<file path="src/rtl/dac_pkg.sv">
// Shared definitions for the DAC arbiter and its helpers.
//   dac_state_e       : arbiter FSM state encoding
//   DAC_DATA_W        : default DAC sample width
//   DAC_BUSY_TIMEOUT  : default cycles allowed for the driver to raise busy
//   DAC_TO_W          : default timeout counter width
package dac_pkg;

  typedef enum logic [1:0] {
    IDLE      = 2'd0,
    WAIT_BUSY = 2'd1,
    XFER      = 2'd2,
    DONE      = 2'd3
  } dac_state_e;

  localparam int unsigned DAC_DATA_W       = 8;
  localparam int unsigned DAC_BUSY_TIMEOUT = 16;
  localparam int unsigned DAC_TO_W         = 5;

endpackage

</file>
<file path="src/rtl/rr_arb2.sv">
// Two-way round-robin pick, purely combinational.
//   req   : request vector, bit i from requester i
//   last  : index of the requester served most recently
//   grant : index of the chosen requester (only meaningful when valid)
//   valid : at least one request is pending
module rr_arb2 (
  input  logic [1:0] req,
  input  logic       last,
  output logic       grant,
  output logic       valid
);

  always_comb begin
    valid = |req;
    grant = 1'b0;
    unique case (req)
      2'b01:   grant = 1'b0;
      2'b10:   grant = 1'b1;
      // Contention: hand the word to whoever did not go last.
      2'b11:   grant = ~last;
      default: grant = 1'b0;
    endcase
  end

endmodule

</file>
<file path="src/rtl/dac_arbiter.sv">
// Shares one DAC driver between two sample sources.
// Each grant launches exactly one driver transfer: the chosen sample is
// registered onto dac_data, dac_begin strobes for one cycle, and the owner
// gets a one-cycle ack once the driver has gone busy and then idle again.
// A driver that never raises busy within BUSY_TIMEOUT cycles aborts the
// transfer (no ack) and sets the sticky err flag.
//   clk, rst      : clock, asynchronous active-high reset
//   req0/data0    : source 0 request (held until ack0) and sample
//   req1/data1    : source 1 request (held until ack1) and sample
//   ack0/ack1     : one-cycle completion pulses, never both high
//   dac_begin     : one-cycle start strobe to the driver
//   dac_data      : sample for the driver, held for the whole transfer
//   dac_busy      : driver shifting/converting
//   err, err_clr  : sticky timeout flag and its synchronous clear
// BUSY_TIMEOUT must be >= 2 and representable in TO_W bits.
module dac_arbiter
  import dac_pkg::*;
#(
  parameter int unsigned DATA_W       = DAC_DATA_W,
  parameter int unsigned BUSY_TIMEOUT = DAC_BUSY_TIMEOUT,
  parameter int unsigned TO_W         = DAC_TO_W
) (
  input  logic              clk,
  input  logic              rst,
  input  logic              req0,
  input  logic [DATA_W-1:0] data0,
  input  logic              req1,
  input  logic [DATA_W-1:0] data1,
  output logic              ack0,
  output logic              ack1,
  output logic              dac_begin,
  output logic [DATA_W-1:0] dac_data,
  input  logic              dac_busy,
  output logic              err,
  input  logic              err_clr
);

  localparam logic [TO_W-1:0] CntLast = TO_W'(BUSY_TIMEOUT - 1);

  dac_state_e      state;
  logic            owner;
  logic            last;
  logic [TO_W-1:0] cnt;

  logic            pick;
  logic            pick_valid;

  rr_arb2 u_rr_arb2 (
    .req   ({req1, req0}),
    .last  (last),
    .grant (pick),
    .valid (pick_valid)
  );

  always_ff @(posedge clk or posedge rst) begin
    if (rst) begin
      state     <= IDLE;
      owner     <= 1'b0;
      // Pretend source 1 went last so source 0 wins the first contention.
      last      <= 1'b1;
      cnt       <= '0;
      dac_begin <= 1'b0;
      dac_data  <= '0;
      ack0      <= 1'b0;
      ack1      <= 1'b0;
      err       <= 1'b0;
    end else begin
      dac_begin <= 1'b0;
      ack0      <= 1'b0;
      ack1      <= 1'b0;
      // A timeout in the same cycle overrides this below, so set wins.
      if (err_clr) begin
        err <= 1'b0;
      end

      unique case (state)
        IDLE: begin
          if (pick_valid) begin
            owner     <= pick;
            dac_data  <= pick ? data1 : data0;
            dac_begin <= 1'b1;
            cnt       <= '0;
            state     <= WAIT_BUSY;
          end
        end

        WAIT_BUSY: begin
          if (dac_busy) begin
            state <= XFER;
          end else if (cnt == CntLast) begin
            // Abort without ack; the owner keeps its request and the
            // round-robin serves the other side first if it is waiting.
            err   <= 1'b1;
            last  <= owner;
            state <= IDLE;
          end else begin
            cnt <= cnt + 1'b1;
          end
        end

        XFER: begin
          if (!dac_busy) begin
            ack0  <= ~owner;
            ack1  <= owner;
            last  <= owner;
            state <= DONE;
          end
        end

        DONE: begin
          // Gives the owner the ack cycle to drop its request.
          state <= IDLE;
        end

        default: state <= IDLE;
      endcase
    end
  end

endmodule

</file>
<file path="config.mk">
export PLATFORM = sky130hd
export DESIGN_NAME = dac_arbiter
export DESIGN_NICKNAME = d
export VERILOG_FILES = /design/src/rtl/dac_pkg.sv /design/src/rtl/rr_arb2.sv /design/src/rtl/dac_arbiter.sv
export SDC_FILE = /design/constraint.sdc
export NUM_CORES = 1
export LEC_CHECK = 0
export ABC_AREA = 1
export ABC_CLOCK_PERIOD_IN_PS = 1900
export CORE_UTILIZATION = 45
export DETAILED_ROUTE_END_ITERATION = 16
export PLACE_DENSITY = 0.8
export SLEW_MARGIN = 30
export SYNTH_ARGS = -nofsm -noshare
export SYNTH_HDL_FRONTEND = slang
export SYNTH_SLANG_ARGS = --single-unit
</file>
<file path="constraint.sdc">
create_clock -name clk -period 1.9 [get_ports clk]
set_input_delay 0.38 -clock clk [delete_from_list [all_inputs] [get_ports clk]]
set_output_delay 0.38 -clock clk [all_outputs]
set_load 0.02 [all_outputs]
</file>
==> reports/metrics.yaml <==
run_status:
  status: "finished, final reports clean"
setup_path:
  crit_required_ns: 1.52
  critPathCaptureType: "primary output"
  worstPathMaxFanout: 2
  cpMaxStageDelayCell: "clkdlybuf4s50_1"
  arrival_ns: 1.32
  critical_path_buf_inv_count: 1
  max_stage_delay_ns: 0.63
  crit_type: "flip-flop to primary output"
  crit_family: "buffers and inverters"
  path_cells: "clkdlybuf4s50_1"
  startpoint_type: "flip-flop"
sta:
  period_share_pct: 89.3
  tns_ns: 0
  setup_viol: 0
  slew_violations: 0
  worst_pin_slew_ns: 0.421
  slew_headroom_pct: 71.9
  fin_skew_ns: 0.00484
  fmax_mhz: 589
  rsz0062_at_grt: "no"
  period_needed_ns: 1.70
  hold_violations: 0
synth:
  netlist-cell-type-count: 20
  yosys.area.top_type_share_pct: 47.4
  synthTopCellsByArea: "dfrtp_1, nand3_1, nand2_1, o21a_1, o21ai_0"
  syn-cell-area_um2: 1050
  synth.most_common_cell: "nand2_1"
  synth_warnings: 0
  synth_top_area_cell: "dfrtp_1"
  ys_seq_elements: 21
  synthCells: 116
  synthTopCellsByCount: "nand2_1, nand3_1, dfrtp_1"
  syn-num-nets: 141
  seq_area_frac_synth_pct: 49.9
  synth_edf_count: 0
  avgSynthCellArea_um2: 9.09
  async_flop_share_pct: 100
  synth_ff_type: "dfrtp_1"
die:
  die_y_um: 50.4
  initial_core_util_pct: 47.7
  io_pins: 34
  dieArea_um2: 2540
  fp-row-count: 17
  coreArea_um2: 2210
  die_x_um: 50.4
cells_and_area:
  utilization_pct: 64.9
  n_fill_cell: 199
  area_growth_pct: 36.1
  antenna_cells: 0
  fin_cells: 181
  nets: 179
  final_layout_size_suffix_gt1_share_pct: 10.5
  fin_area_um2: 1440
routing:
  drc: 0
  vias: 942
  drtIter0Drc: 9
  antenna_left: 0
  wl_um: 2190
  wl_per_cell_um: 12.1
  first_pass_iters: 4
  avgViaCountPerCell: 5.20
power_and_ir_drop:
  irDropWorstVdd_mv: 0.884
  p_leak_nw: 0.629
  p_per_area_nw_per_um2: 1260
  totalPowerFinal_w: 0.00181
flow_run:
  drv_cap: 0
worst_hold_path:
  hold_class: "input port to asynchronous set/reset pin"
global_routing:
  grtUsageTotal_pct: 19.7
  antenna_found_initial: 0
  grt_pass1_wl_um: 3760
  grt_start_max_net_pins: 19
  grt_remaining_overflow: 0
  grt_pass1_vias: 952
clocking:
  clock-sinks: 21
  clk_latency_ns: 0.30
  numCtsBuffers: 3
  holdBufCountCts: 0
  root_buffer: "clkbuf_4"
  cts_setup_buffers: 0
  h-tree-depth: 1
  cts_tree: "built"
  ctsResizeCount: 0
  cts_max_path_buffers: 2
  clkTransAtPathRegs_ns: 0.12
placed_design:
  dp.cells: 177
  place_congestion: 0.899
  dp_hpwl_um: 1770
  placed_area_um2: 1410
  port_buffers: 33
==> through the flow <==
step / worst slack, ns / hold WS, ns
after floorplan: 0.458 / 0.356
after global placement: 0.265 / 0.472
after detailed placement: 0.263 / 0.479
after CTS: 0.200 / 0.365
after global routing: 0.0993 / 0.416
final: 0.203 / 0.358
==> report_power, final <==
group | switching (W) | internal [W]
registers | 0.000129 | 0.000614
logic | 0.000460 | 0.000393
clock network | 0.000130 | 0.0000816
total | 0.000719 | 0.00109
==> final timing paths <==
check                                        start                 endpoint  slack, ns  cells after the start
max in group asynchronous                      rst       cnt[2]$_DFFE_PP0P_       1.05                      3
min in group clk           dac_data[3]$_DFFE_PP0P_  dac_data[3]$_DFFE_PP0P_       0.50                      1
min                                            rst  dac_data[1]$_DFFE_PP0P_       0.36                      2
min reg2reg                dac_data[3]$_DFFE_PP0P_  dac_data[3]$_DFFE_PP0P_       0.50                      1
max                        dac_data[1]$_DFFE_PP0P_              dac_data[1]       0.20                      1
max reg2reg                     cnt[0]$_DFFE_PP0P_       cnt[3]$_DFFE_PP0P_       0.23                      8
==> per-layer routing <==
layer | routed length (um) | track usage, % | share of wire, % | up-vias
met4 | 10 | 7.41 | 0.46 | 0
met1 | 924 | 21.4 | 42 | 439
met2 | 1110 | 36.7 | 51 | 35
li1 | - | - | - | 466
met3 | 140 | 4.55 | 6.4 | 2
met5 | 0 | 0 | 0 | -
==> cells by family (layout without fill, tap and decap cells) <==
| logic type | Yosys count | count (layout) | synth area share (%) |
|---|---|---|---|
| AND/OR/NAND/NOR | 62 | 62 | 30.0 |
| AO/OA/AOI/OAI | 18 | 18 | 10.4 |
| buffers and inverters | 12 | 49 | 6.05 |
| adder cells (fa/ha/maj) | 3 | 3 | 3.56 |
| flip-flops | 21 | 21 | 49.9 |
==> placed cells by master, fill, tap and decap left out <==
cell type        netlist  layout
clkbuf_4               0       3
o21ai_0                8       8
nand2_4                1       1
a21oi_1                2       2
buf_4                  0       2
inv_2                  2       2
ha_1                   3       3
nand3_1               22      22
nand2_1               23      23
nand2_2                2       2
dfrtp_1               20      20
clkbuf_1               0       1
nor2_8                 1       1
nand4_1                2       2
nor2_1                 7       7
nor2_4                 1       1
dfstp_2                1       1
or2_2                  1       1
clkdlybuf4s50_1        0      33
o21a_1                 8       8
nand3_2                2       2
inv_1                  8       8
==> sequential cells by signal, indices dropped and copies added (netlist names), named ones only <==
signal and count:
dac_data 8, dac_begin 1, err 1, ack1 1
last 1, owner 1, state 1, cnt 5
ack0 1
==> area by class of cell <==
cell class                 instances  area [um^2]  share of cell area (%)
clock buffer                       4         26.3                    1.83
inverter                          10         37.5                    2.62
multi-input combinational         83          464                    32.3
sequential                        21          527                    36.7
tap                               28         35.0                    2.44
timing repair buffer              35          345                    24.1
No activity file was read; power rests on OpenSTA's default activity.
